--- config.mk ---
export PLATFORM = sky130hd
export DESIGN_NAME = wb_bus_arbiter
export DESIGN_NICKNAME = d
export VERILOG_FILES = /design/src/rtl/wb_bus_arbiter.sv
export SDC_FILE = /design/constraint.sdc
export NUM_CORES = 1
export LEC_CHECK = 0
export CORE_MARGIN = 10
export CORE_UTILIZATION = 30
export DETAILED_ROUTE_END_ITERATION = 6
export GPL_TIMING_DRIVEN = 0
export PLACE_DENSITY = 0.78
export SKIP_CTS_REPAIR_TIMING = 1
export SLEW_MARGIN = 15
export SYNTH_ARGS = -nofsm -noshare
export SYNTH_HDL_FRONTEND = slang
export SYNTH_SLANG_ARGS = --single-unit
--- constraint.sdc ---
create_clock -name clock_i -period 1.7 [get_ports clock_i]
set_clock_uncertainty 0.15 [all_clocks]
set_input_delay 0.425 -clock clock_i [delete_from_list [all_inputs] [get_ports clock_i]]
set_output_delay 0.425 -clock clock_i [all_outputs]
set_load 0.02 [all_outputs]
--- src/rtl/wb_bus_arbiter.sv ---
// wb_bus_arbiter: shares one Wishbone bus between N masters, fixed-priority 0 then round-robin 1..N-1,
// with a no-ACK watchdog that errors and drains a stuck cycle.
module wb_bus_arbiter #(
  parameter int N              = 3,
  parameter int ADDR_WIDTH     = 20,
  parameter int DATA_WIDTH     = 8,
  parameter int TIMEOUT_CYCLES = 64
) (
  input  logic                       clock_i,
  input  logic                       reset_ni,
  input  logic [N-1:0]               req_cyc_i,
  input  logic [N-1:0]               req_stb_i,
  input  logic [N-1:0]               req_we_i,
  input  logic [N*ADDR_WIDTH-1:0]    req_adr_i,
  input  logic [N*DATA_WIDTH-1:0]    req_dat_i,
  output logic [N-1:0]               req_ack_o,
  output logic [N-1:0]               req_err_o,
  output logic [N-1:0]               req_stall_o,
  output logic [DATA_WIDTH-1:0]      req_dat_o,
  output logic [N-1:0]               grant_o,
  output logic                       wb_cyc_o,
  output logic                       wb_stb_o,
  output logic                       wb_we_o,
  output logic [ADDR_WIDTH-1:0]      wb_adr_o,
  output logic [DATA_WIDTH-1:0]      wb_dat_o,
  input  logic [DATA_WIDTH-1:0]      wb_dat_i,
  input  logic                       wb_ack_i,
  input  logic                       wb_stall_i
);
  localparam int IW = $clog2(N);
  localparam int WW = TIMEOUT_CYCLES > 0 ? $clog2(TIMEOUT_CYCLES + 1) : 1;

  typedef enum logic [1:0] {IDLE, BUSY, DRAIN} state_e;

  state_e        state_q, state_d;
  logic [N-1:0]  grant_q, grant_d;
  logic [IW-1:0] idx_q, idx_d, ptr_q, ptr_d;
  logic [WW-1:0] wd_q, wd_d;
  logic          busy, timeout, found;
  int            win;

  assign busy    = state_q == BUSY;
  assign timeout = TIMEOUT_CYCLES != 0 && busy && !wb_ack_i && wd_q == WW'(TIMEOUT_CYCLES);

  // Requester 0 always wins; otherwise search upward from the pointer, wrapping within 1..N-1.
  always_comb begin
    found = req_cyc_i[0];
    win   = 0;
    for (int j = 0; j < N - 1; j++)
      if (!found && req_cyc_i[(int'(ptr_q) - 1 + j) % (N - 1) + 1]) begin
        found = 1'b1;
        win   = (int'(ptr_q) - 1 + j) % (N - 1) + 1;
      end
  end

  always_comb begin
    state_d = state_q;
    grant_d = grant_q;
    idx_d   = idx_q;
    ptr_d   = ptr_q;
    wd_d    = busy ? (wb_ack_i ? '0 : (&wd_q ? wd_q : wd_q + 1'b1)) : '0;
    case (state_q)
      IDLE:
        if (found) begin
          state_d = BUSY;
          grant_d = N'(1) << win;
          idx_d   = IW'(win);
          if (win != 0) ptr_d = win == N - 1 ? IW'(1) : IW'(win + 1);
        end
      BUSY:
        if (!req_cyc_i[idx_q]) begin
          state_d = IDLE;
          grant_d = '0;
        end else if (timeout) state_d = DRAIN;
      DRAIN:
        if (!req_cyc_i[idx_q]) begin
          state_d = IDLE;
          grant_d = '0;
        end
      default: state_d = IDLE;
    endcase
  end

  always_ff @(posedge clock_i or negedge reset_ni)
    if (!reset_ni) begin
      state_q <= IDLE;
      grant_q <= '0;
      idx_q   <= '0;
      ptr_q   <= IW'(1);
      wd_q    <= '0;
    end else begin
      state_q <= state_d;
      grant_q <= grant_d;
      idx_q   <= idx_d;
      ptr_q   <= ptr_d;
      wd_q    <= wd_d;
    end

  // Master side follows the granted requester only while BUSY; IDLE and DRAIN park it at zero.
  assign wb_cyc_o    = busy & req_cyc_i[idx_q];
  assign wb_stb_o    = busy & req_stb_i[idx_q];
  assign wb_we_o     = busy & req_we_i[idx_q];
  assign wb_adr_o    = busy ? req_adr_i[idx_q*ADDR_WIDTH +: ADDR_WIDTH] : '0;
  assign wb_dat_o    = busy ? req_dat_i[idx_q*DATA_WIDTH +: DATA_WIDTH] : '0;
  assign req_ack_o   = busy ? grant_q & {N{wb_ack_i}} : '0;
  assign req_stall_o = busy ? ~grant_q | {N{wb_stall_i}} : '1;
  assign req_err_o   = timeout ? grant_q : '0;
  assign req_dat_o   = wb_dat_i;
  assign grant_o     = grant_q;
endmodule

==> results of run 1 <==
## power by group
group | switching [mW] | internal (mW) | leakage, nW | total, mW
sequential | 0.121 | 0.491 | 0.209 | 0.612
combinational | 2.08 | 2.32 | 1.61 | 4.39
clock | 0.136 | 0.206 | 0.0288 | 0.342
total | 2.33 | 3.01 | 1.85 | 5.35
## final timing paths
check | from | endpoint | slack [ns] | depth (start not counted)
hold reg to reg | state_q[1]$_DFFE_PN0P_ | state_q[1]$_DFFE_PN0P_ | 0.39 | 1
max in group asynchronous | reset_ni | idx_q[0]$_DFFE_PN0P_ | 0.44 | 1
min in group asynchronous | reset_ni | wd_q[0]$_DFFE_PN0P_ | 0.46 | 1
setup reg to reg | idx_q[1]$_DFFE_PN0P_ | grant_o[1]$_DFFE_PN0P_ | -0.11 | 7
hold / removal | state_q[1]$_DFFE_PN0P_ | state_q[1]$_DFFE_PN0P_ | 0.39 | 1
setup / recovery | state_q[1]$_DFFE_PN0P_ | req_err_o[1] | -0.53 | 7
## cell families after synthesis
family,count (synthesis),share of synthesized area
AO/OA/AOI/OAI,58,0.1846
XOR/XNOR,2,0.009298
multiplexers,33,0.1760
flip-flops,16,0.2131
AND/OR/NAND/NOR,109,0.2928
adder cells (fa/ha/maj),5,0.03320
buffers and inverters,32,0.09097
## Yosys cell counts (all sizes together)
cell type	count
nand2	41
o21ai	35
mux2i	32
and2	31
buf	16
dfrtp	15
nor2	15
inv	10
and3	7
clkbuf	6
nor2b	6
a21oi	5
a31oi	5
ha	5
o2bb2ai	3
nand3	2
o211ai	2
xnor2	2
a211o	1
a21bo	1
a21boi	1
a22o	1
a22oi	1
a32o	1
a41o	1
and4	1
dfstp	1
mux2	1
nand2b	1
nand4	1
nor3b	1
nor4	1
nor4bb	1
o22ai	1
or3b	1
## per-stage QoR
stage,util,setup WS (ns),std cells
after CTS,0.5982,-1.110,481
after detailed placement,0.5891,-1.101,477
after global routing,0.6831,-0.6029,501
after floorplan,-,-0.09347,255
final,0.6831,-0.5322,501
after global placement,0.5891,-1.097,477
## flip-flops by register name (all words and copies together) (netlist names)
name,count
wd_q,7
grant_o,3
idx_q,2
ptr_q,2
state_q,2
## worst max-delay path, cell delays in order (launching register included)
cell and delay [ns]:
dfrtp_1 0.40, inv_2 0.10, ha_4 0.13, nor2b_4 0.18
nand4_1 0.20, buf_4 0.21, nor2_4 0.07, buf_6 0.12
## layout make-up
type	count	area (µm²)	share of cell area
buffer	22	225.2	0.05471
clock buffer	4	55.05	0.01337
inverter	10	42.54	0.01033
multi-input combinational	207	1640	0.3985
sequential	16	402.9	0.09787
tap	75	93.84	0.02280
timing repair buffer	167	1657	0.4024
## per-layer routing
metal | up-vias | wire length [µm] | part of all wire | track usage
li1 | 1217 | - | - | -
met1 | 1176 | 3395 | 0.38 | 0.1778
met2 | 93 | 4817 | 0.54 | 0.2806
met3 | 11 | 554 | 0.062 | 0.04083
met4 | 0 | 112 | 0.013 | 0.02315
met5 | - | 0 | 0 | 0
==> flow_summary.json, run 1 <==
{
  "status": "finished with violations",
  "failed_checks": "setup timing",
  "area_delta_synth_final_pct": 118.5,
  "fmax_mhz": 448.0,
  "drv_cap": 0,
  "num_vias": 2497,
  "worst_setup_path_start_kind": "flip-flop",
  "routed_wl_um": 8879,
  "n_fill_cell": 487,
  "cts_buffers": 3,
  "synth_top_area_cell": "dfrtp_1",
  "hp-class": "reg -> reg",
  "fin_crit_sh": 1.313,
  "period_needed_ns": 2.232,
  "finalHoldViolations": 0,
  "syn_inst": 255,
  "port_buffers": 147,
  "diodes": 0,
  "cts.clk_slew.worst_paths_ns": 0.06,
  "dieArea_um2": 9851,
  "rsz0062_at_grt": "true",
  "routedWlPerCell_um": 17.72,
  "final_area_um2": 4116,
  "dieWidth_um": 99.25,
  "clock_path_buffers": 2,
  "pin_count": 156,
  "placed_cell_area_um2": 3550,
  "antenna_left": 0,
  "dp_hpwl_um": 6843,
  "rows": 28,
  "grt_util_all_layers": 0.1539,
  "dr.pass1.iters": 4,
  "synth_nets": 365,
  "yosysWarnings": 0,
  "grt_max_degree": 17,
  "synth_seq_cells": 16,
  "core-area_um2": 6026,
  "grt_pass1_vias": 2331,
  "whs_ns": 0.3938,
  "drive_gt1_frac": 0.3944,
  "worst_pin_slew_ns": 0.7299,
  "drcViolationCount": 0,
  "drtIter0Drc": 75,
  "worst_slack_ns": -0.5322,
  "leakage_nw": 1.848,
  "power_mw": 5.346,
  "syn_area_per_cell_um2": 7.389,
  "fin_tns_setup_ns": -17.09,
  "layout_commonest_cell": "clkdlybuf4s50_1",
  "nets": 537,
  "antenna_found_initial": 0,
  "vias_per_cell": 4.984,
  "grt_pass1_wl_um": 12630,
  "synthTopCellsByArea": "dfrtp_1 20%, mux2i_1 17%, and2_1 10%, o21ai_1 8.5%, nand2_1 8.2%",
  "critPathMaxFanout": 5,
  "ys_seq_area_frac": 0.2131,
  "start_util": 0.3127,
  "required_ns": 1.12,
  "crit_arrival_ns": 1.66,
  "drv_slew": 0,
  "ir_drop_mv": 1.055,
  "synth_top_area_share": 0.1992,
  "die_h_um": 99.25,
  "clock-root-buffer": "clkbuf_8",
  "final_cell_mix": "100 x clkdlybuf4s50_1, 32 x buf_6, 28 x mux2i_1, 27 x buf_4, 25 x nand2_1",
  "p_per_area_nw_per_um2": 1299,
  "clk_latency_ns": 0.25,
  "slew_headroom": 0.5119,
  "end_kind": "output pin",
  "overflow": 0,
  "setup_viol": 44,
  "syn_area_um2": 1884,
  "clock_sinks": 16,
  "crit_type": "reg -> out",
  "cts_tree": "yes",
  "place_congestion": 0.8307,
  "htreeDepth": 1,
  "yosysUniqueCellTypes": 40
}
Power figures use the tool's default switching activity.
==> run 2, diff against run 1 <==
- CORE_MARGIN: 10 -> unset
==> flow_summary.json, run 2 (same netlist as run 1, synthesis figures left out) <==
{
  "pin_count": 156,
  "p_sw_frac": 0.4315,
  "drv_slew": 0,
  "worst_setup_path_start_kind": "flip-flop",
  "fin_crit_sh": 1.282,
  "routedWlPerCell_um": 16.44,
  "diodes": 0,
  "routed_wl_um": 8138,
  "worst_slack_ns": -0.4796,
  "hp-class": "reg -> reg",
  "crit_arrival_ns": 1.60,
  "grt_pass1_vias": 2096,
  "p_int_mw": 3.015,
  "dr.pass1.iters": 4,
  "p_clk_frac": 0.064,
  "overflow": 0,
  "stdcell_count": 495,
  "antenna_found_initial": 0,
  "n_fill_cell": 465,
  "layout_commonest_cell": "clkdlybuf4s50_1",
  "start_util": 0.3145,
  "required_ns": 1.12,
  "fmax_mhz": 458.8,
  "die_h_um": 81.25,
  "clk_latency_ns": 0.25,
  "area_delta_synth_final_pct": 117.2,
  "clock-root-buffer": "clkbuf_8",
  "drtIter0Drc": 103,
  "finalHoldViolations": 0,
  "clock_path_buffers": 2,
  "antenna_left": 0,
  "drcViolationCount": 0,
  "failed_checks": "setup timing",
  "htreeDepth": 1,
  "dieArea_um2": 6602,
  "worst_pin_slew_ns": 0.7385,
  "grt_util_all_layers": 0.2061,
  "fin_util": 0.6832,
  "final_cell_mix": "99 x clkdlybuf4s50_1, 39 x buf_6, 31 x nand2_1, 30 x mux2i_1, 25 x o21ai_1",
  "drive_gt1_frac": 0.3738,
  "cts_buffers": 3,
  "clock_sinks": 16,
  "crit_type": "reg -> out",
  "place_congestion": 0.8073,
  "comb_power_share": 0.819,
  "period_needed_ns": 2.180,
  "cts.clk_slew.worst_paths_ns": 0.07,
  "ir_drop_mv": 0.9268,
  "num_vias": 2482,
  "dp_hpwl_um": 5934,
  "end_kind": "output pin",
  "port_buffers": 147,
  "drv_cap": 0,
  "switching_power_mw": 2.288,
  "slew_headroom": 0.5061,
  "dieWidth_um": 81.25,
  "dp.cells": 477,
  "status": "finished with violations",
  "top_register": "wd_q",
  "whs_ns": 0.3707,
  "grt_max_degree": 17,
  "critPathMaxFanout": 7,
  "rsz0062_at_grt": "true",
  "pwr-share-seq": 0.116,
  "leakage_nw": 1.810,
  "vias_per_cell": 5.014,
  "setup_viol": 43,
  "largest_reg_flops": 7,
  "nets": 531,
  "grt_pass1_wl_um": 10580,
  "p_per_area_nw_per_um2": 1296,
  "cts_tree": "yes",
  "rows": 28,
  "core-area_um2": 5991
}
run 2: cell count changes in the layout (fill, tap and decap cells not counted), moves of 5 or more:
cell      previous run  this run
nand2_4              7         2
nand2_1             25        31
buf_4               27        21
buf_6               32        39
clkbuf_2            11         5
run 2: path summary, 6_finish.rpt:
path                                      start                      to  slack [ns]  cells past startpoint
max reg2reg                idx_q[0]$_DFFE_PN0P_  grant_o[1]$_DFFE_PN0P_       -0.15                      6
max                        idx_q[1]$_DFFE_PN0P_            wb_adr_o[11]       -0.48                      8
min                        ptr_q[0]$_DFFE_PN1P_    ptr_q[0]$_DFFE_PN1P_        0.37                      2
max in group asynchronous              reset_ni     wd_q[3]$_DFFE_PN0P_        0.43                      1
min reg2reg                ptr_q[0]$_DFFE_PN1P_    ptr_q[0]$_DFFE_PN1P_        0.37                      2
min in group asynchronous              reset_ni  grant_o[2]$_DFFE_PN0P_        0.46                      1
run 2: area by class of cell:
type | instances | area, µm² | area share
repair buffers | 161 | 1683 | 0.4112
multi-input cells | 207 | 1599 | 0.3907
flip-flops and latches | 16 | 404.1 | 0.09875
plain buffers | 22 | 220.2 | 0.05381
well taps | 75 | 93.84 | 0.02293
clock buffers | 4 | 55.05 | 0.01345
inverters | 10 | 37.54 | 0.009171
run 2: metal layers:
| layer | part of all wire | vias to the layer above | global-route usage | wire length [µm] |
|---|---|---|---|---|
| li1 | - | 1199 | - | - |
| met1 | 0.38 | 1142 | 0.2392 | 3072 |
| met2 | 0.51 | 118 | 0.3706 | 4121 |
| met3 | 0.090 | 23 | 0.04607 | 735 |
| met4 | 0.026 | 0 | 0.06786 | 208 |
| met5 | 0 | - | 0 | 0 |
run 2: worst max-delay path: stages, from the launching register on:
cell and delay [ns]:
dfrtp_1 0.38, buf_6 0.15, nor2b_4 0.15, buf_6 0.14, clkbuf_16 0.15, nand2_4 0.05, o21ai_2 0.07, and2_4 0.16
buf_6 0.11
run 2: metrics by stage:
step                cell area [µm²]  TNS (ns)  total power [mW]  setup WS (ns)
detailed placement             3550    -33.86             4.056         -1.127
floorplan                      1984   -0.4144             2.709       -0.09347
global placement               3550    -33.12             3.991         -1.102
finish                         4093    -16.36             5.303        -0.4796
CTS                            3605    -41.89             4.409         -1.136
global route                   4093    -18.97             5.595        -0.5458
run 2: power groups by stage:
| stage | sequential (mW) | combinational (mW) | clock [mW] |
|---|---|---|---|
| final | 0.618 | 4.34 | 0.342 |
| after global routing | 0.632 | 4.60 | 0.358 |
| after CTS | 0.600 | 3.46 | 0.345 |
| after detailed placement | 0.607 | 3.45 | 0 |
| after global placement | 0.605 | 3.39 | 0 |
| after floorplan | 0.614 | 2.10 | 0 |
==> edit 1, RTL diff (config.mk and constraints of run 2) <==
Make the reset (`reset_ni`) synchronous in one clocked block.
--- a/src/rtl/wb_bus_arbiter.sv
+++ b/src/rtl/wb_bus_arbiter.sv
@@ -83,3 +83,3 @@
 
-  always_ff @(posedge clock_i or negedge reset_ni)
+  always_ff @(posedge clock_i)
     if (!reset_ni) begin
Check against the original RTL: differs if reset_ni is asserted again (counterexample within 4 cycles, from zero or initial values and one cycle with reset_ni low); with reset_ni held inactive, the same outputs for 4 cycles.
==> edit 1 against run 2 <==
- the run still ends with negative setup slack left
- cell area fell by 6.6%
- synthesized area fell by 3.5%
- non-clock buffer count fell by 1
- sequential cell count did not move
- die area fell by 3.4%
- wire length fell by 14%
- critical path depth fell by 3
- setup slack got worse by 0.017 ns
- largest cell class unchanged
Power is not compared: it rests on default switching activity, and its combinational part moved more than twofold at a synthesized area within 25%.
==> edit 1: results (changes against run 2) <==
* Status: complete, but fails checks (unchanged)
* Failing checks: negative setup slack (unchanged)
* Post-route setup slack at -0.4962 ns (was -0.4796 ns)
* Layout cells sized above 1 at 34.87% (was 37.38%)
* RR Startpoint: idx_q[0]$_SDFFE_PN0P_ (was idx_q[0]$_DFFE_PN0P_)
* Rel. slew slack at 69.25% (was 50.61%)
* Placed cells at 468 (was 477)
* Slowest cell on crit path: dfxtp_4 (was dfrtp_1)
* Crit path capture: req_err_o[2] (was wb_adr_o[11])
* R2R setup slack at 0 ns (was -0.15 ns)
* Inverters at 6 (was 10)
* Placer Congestion at 0.8217 (was 0.8073)
* R2R cell count at 7 (was 6)
* Final nets at 524 (was 531)
* Final setup violation count at 40 (was 43)
* Overall fraction of global-route tracks in use at 18.50% (was 20.61%)
* DP Worst Slack at -1.017 ns (was -1.127 ns)
* WL met2 at 3592 um (was 4121 um)
* Hold Path Origin: state_q[1]$_SDFFE_PN0P_ (was ptr_q[0]$_DFFE_PN1P_)
* Async SR Flop Fraction at 0% (was 100.0%)
* Met2 Use GR at 33.59% (was 37.06%)
* Syn nets at 359 (was 365)
* Synth Area in XOR/XNOR at 1.444% (was 0.9296%)
* Signal buf overhead at 46.89% (was 46.50%)
* CP top delay family: simple AND/OR/NAND/NOR gates (was buffers and inverters)
* Multi-input gate share of total cell area at 39.88% (was 39.07%)
* # fillers at 473 (was 465)
* Met1 wire length at 2848 um (was 3072 um)
* Area taken by flip-flops and latches at 337.8 sq um (was 404.1 sq um)
* Multi-In Gates at 205 (was 207)
* Multiplexer area fraction after synthesis at 17.81% (was 17.60%)
* Compound-Gate Fraction of Synth Area at 20.56% (was 18.46%)
* Number of DRC markers in iteration 0 at 89 (was 103)
* Final WL at 7003 um (was 8138 um)
* Dpl hpwl at 5190 um (was 5934 um)
* WHS at 0.3254 ns (was 0.3707 ns)
* Vias in the first global route at 2097 (was 2096)
* Synth cell count leaders: nand2_1, and2_1, o21ai_0, mux2i_1, dfxtp_1 (was nand2_1, mux2i_1, o21ai_1, and2_1)
* CP Max Fanout at 5 (was 7)
* Grt met1 use at 21.97% (was 23.92%)
* Adder-cell area share of the yosys netlist at 3.439% (was 3.320%)
* R2R Path End: state_q[1]$_SDFFE_PN0P_ (was grant_o[1]$_DFFE_PN0P_)
* Clock Pin Slew Worst Setup and Hold Paths at 0.07 ns (about the same)
* Largest net degree at the start of global routing at 11 (was 17)
* Mapped Cells at 249 (was 255)
* Via count at 2398 (was 2482)
* Top_reg_cell synth: dfxtp_1 (was dfrtp_1)
* CP arrival at 1.62 ns (was 1.60 ns)
* Buffers excl. clock at 182 (was 183)
* CP peak stage delay at 0.36 ns (was 0.38 ns)
-- edit 1: changes by cell type in the layout (fill, tap and decap cells not counted), moves of 10 or more --
cell      delta
and2_2      +13
o21ai_0     +24
buf_6       -17
dfrtp_1     -13
o21ai_1     -17
and2_4      -10
clkbuf_2    +18
-- edit 1: power by group through the flow --
| stage | combinational (mW) | sequential, mW | clock [mW] |
|---|---|---|---|
| 6_report | 1.33 | 0.434 | 0.352 |
| 5_1_grt | 1.42 | 0.438 | 0.368 |
| 4_1_cts | 1.17 | 0.427 | 0.347 |
| 3_5_place_dp | 1.17 | 0.435 | 0 |
| 3_3_place_gp | 1.16 | 0.435 | 0 |
| 2_1_floorplan | 0.601 | 0.438 | 0 |
-- edit 1: through the flow --
step	setup TNS, ns	area (sq um)
after floorplan	-0.04268	1882
after global placement	-33.43	3443
after detailed placement	-33.70	3443
after CTS	-41.09	3498
after global routing	-17.95	3821
final	-15.17	3821
==> edit 2, RTL diff (config.mk and constraints of run 2) <==
Without the edit above. The parameter `DATA_WIDTH` goes from 8 to 6.
--- a/src/rtl/wb_bus_arbiter.sv
+++ b/src/rtl/wb_bus_arbiter.sv
@@ -5,3 +5,3 @@
   parameter int ADDR_WIDTH     = 20,
-  parameter int DATA_WIDTH     = 8,
+  parameter int DATA_WIDTH     = 6,
   parameter int TIMEOUT_CYCLES = 64
Interface: changed (resized req_dat_i, req_dat_o, wb_dat_i and wb_dat_o); port bits go from 156 to 144. No check against the original RTL was run, so the function may have changed too.
==> edit 2 against run 2 <==
- the run still ends with negative setup slack left
- synthesized cell count down 8.2%
- maximum frequency down 3.6%
- cell area down 2.5%
- setup slack worse by 0.081 ns
- final cell count down 5.7%
- register-to-register slack worse by 0.20 ns
- total power up 9.8%
- synthesized area down 4.8%
- global-route usage down 1.8 points
- combinational power up 12%
- sequential cell count unchanged
- wire length down 9.8%
- largest power group unchanged
==> edit 2: results (changes against run 2) <==
* CP Max Fanout at 4 (was 7)
* Sequential-to-total area share from yosys stat at 22.38% (was 21.31%)
* Global-route wire length before repair at 9418 um (was 10580 um)
* Clk Tree Root Cell: clkbuf_8 (unchanged)
* Port buffer count at 137 (was 147)
* Placed cells at 443 (was 477)
* Dpl hpwl at 5053 um (was 5934 um)
* CP arrival at 1.69 ns (was 1.60 ns)
* CP peak stage delay at 0.42 ns (was 0.38 ns)
* WHS Endpoint: ptr_q[0]$_DFFE_PN1P_ (unchanged)
* Clk_lat worst skew at 0.27 ns (was 0.25 ns)
* Layout cells sized above 1 at 40.00% (was 37.38%)
* Vias in the first global route at 2065 (was 2096)
* Mapped Cells at 234 (was 255)
* R2R Path End: state_q[1]$_DFFE_PN0P_ (was grant_o[1]$_DFFE_PN0P_)
* Worst VDD drop at 0.001017 V (was 0.0009268 V)
* Post-route setup slack at -0.5602 ns (was -0.4796 ns)
* Final WL at 7343 um (was 8138 um)
* # fillers at 415 (was 465)
* RR Startpoint: state_q[1]$_DFFE_PN0P_ (was idx_q[0]$_DFFE_PN0P_)
* Top_reg_cell synth: dfrtp_1 (unchanged)
* CP top delay family: simple AND/OR/NAND/NOR gates (was buffers and inverters)
* Overall fraction of global-route tracks in use at 18.77% (was 20.61%)
* Largest net degree at the start of global routing at 17 (unchanged)
* Placer Congestion at 0.8004 (was 0.8073)
* Final setup violation count at 40 (was 43)
* Synth cell count leaders: nand2_1, o21ai_0, mux2i_1, and2_1, dfrtp_1 (was nand2_1, mux2i_1, o21ai_1, and2_1)
* Final nets at 498 (was 531)
* Static leakage at 1.753 nW (was 1.810 nW)
* Initial antenna violation count at 0 (unchanged)
* Number of DRC markers in iteration 0 at 57 (was 103)
* Hold depth at 2 (unchanged)
* Failing checks: negative setup slack (unchanged)
* Ys Warns at 0 (unchanged)
* Status: complete, but fails checks (unchanged)
* # H-tree levels at 1 (unchanged)
* Worst slew pin tran at 0.7535 ns (was 0.7385 ns)
* R2R setup slack at -0.35 ns (was -0.15 ns)
* DP Worst Slack at -1.163 ns (was -1.127 ns)
* Layout Cells excl Fill at 467 (was 495)
* Hold Path Origin: ptr_q[0]$_DFFE_PN1P_ (unchanged)
* Via density at 4.904 (was 5.014)
* Largest cells by area after synthesis: dfrtp_1, mux2i_1, and2_1, o21ai_0, nand2_1 (was dfrtp_1, mux2i_1, and2_1, o21ai_1, nand2_1)
* Syn nets at 336 (was 365)
[edit 2: area by class of cell]
cell class / count / area share [%]
repair buffers: 158 / 42.04
multi-input cells: 189 / 38.59
flip-flops and latches: 16 / 10.06
plain buffers: 19 / 4.828
well taps: 72 / 2.257
clock buffers: 4 / 1.379
inverters: 9 / 0.8464
[edit 2: metal layers]
metal	vias to the layer above	wire (um)	global-route usage [%]
met4	0	77	5.818
met3	7	471	3.333
met2	90	3915	33.88
li1	1128	-	-
met5	-	0	0
met1	1065	2879	22.31
[edit 2: stage by stage]
stage,util [%],area (sq um),hold slack [ns],setup TNS [ns]
detailed placement,60.08,3390,0.3482,-31.47
CTS,61.06,3445,0.3579,-41.16
global placement,60.08,3390,0.3383,-30.63
floorplan,-,1928,-0.02059,-1.295
finish,70.75,3991,0.3674,-16.40
global route,70.75,3991,0.3881,-18.98
[edit 2: cells by family after synthesis]
| kind of cell | synth area share [%] |
|---|---|
| flip-flops | 22.39 |
| adder cells (fa/ha/maj) | 3.487 |
| AO/OA/AOI/OAI | 19.81 |
| buffers and inverters | 8.020 |
| AND/OR/NAND/NOR | 26.85 |
| multiplexers | 17.99 |
| XOR/XNOR | 1.465 |
[edit 2: where the power goes]
group,switching [mW],internal [mW],leakage (nW),total (mW)
Combinational,2.15,2.69,1.51,4.84
Sequential,0.131,0.494,0.210,0.626
Clock,0.157,0.207,0.0288,0.363
Total,2.44,3.39,1.75,5.83
[edit 2: tightest hold or removal path: stages, from the launching register on]
cell and delay (ns):
dfstp_2 0.39, nand2_1 0.05, o21ai_0 0.07
[edit 2: how the worst max path moves through the flow]
| stage | from | cells past startpoint | slack (ns) | endpoint |
|---|---|---|---|---|
| finish | wd_q[0]$_DFFE_PN0P_ | 7 | -0.56 | req_err_o[1] |
| global route | wd_q[0]$_DFFE_PN0P_ | 7 | -0.63 | req_err_o[1] |
| global placement | req_cyc_i[1] | 5 | -1.16 | wb_cyc_o |
| floorplan | state_q[1]$_DFFE_PN0P_ | 5 | -0.17 | state_q[1]$_DFFE_PN0P_ |
| detailed placement | req_cyc_i[1] | 5 | -1.16 | wb_cyc_o |
| CTS | idx_q[1]$_DFFE_PN0P_ | 5 | -1.22 | wb_adr_o[1] |
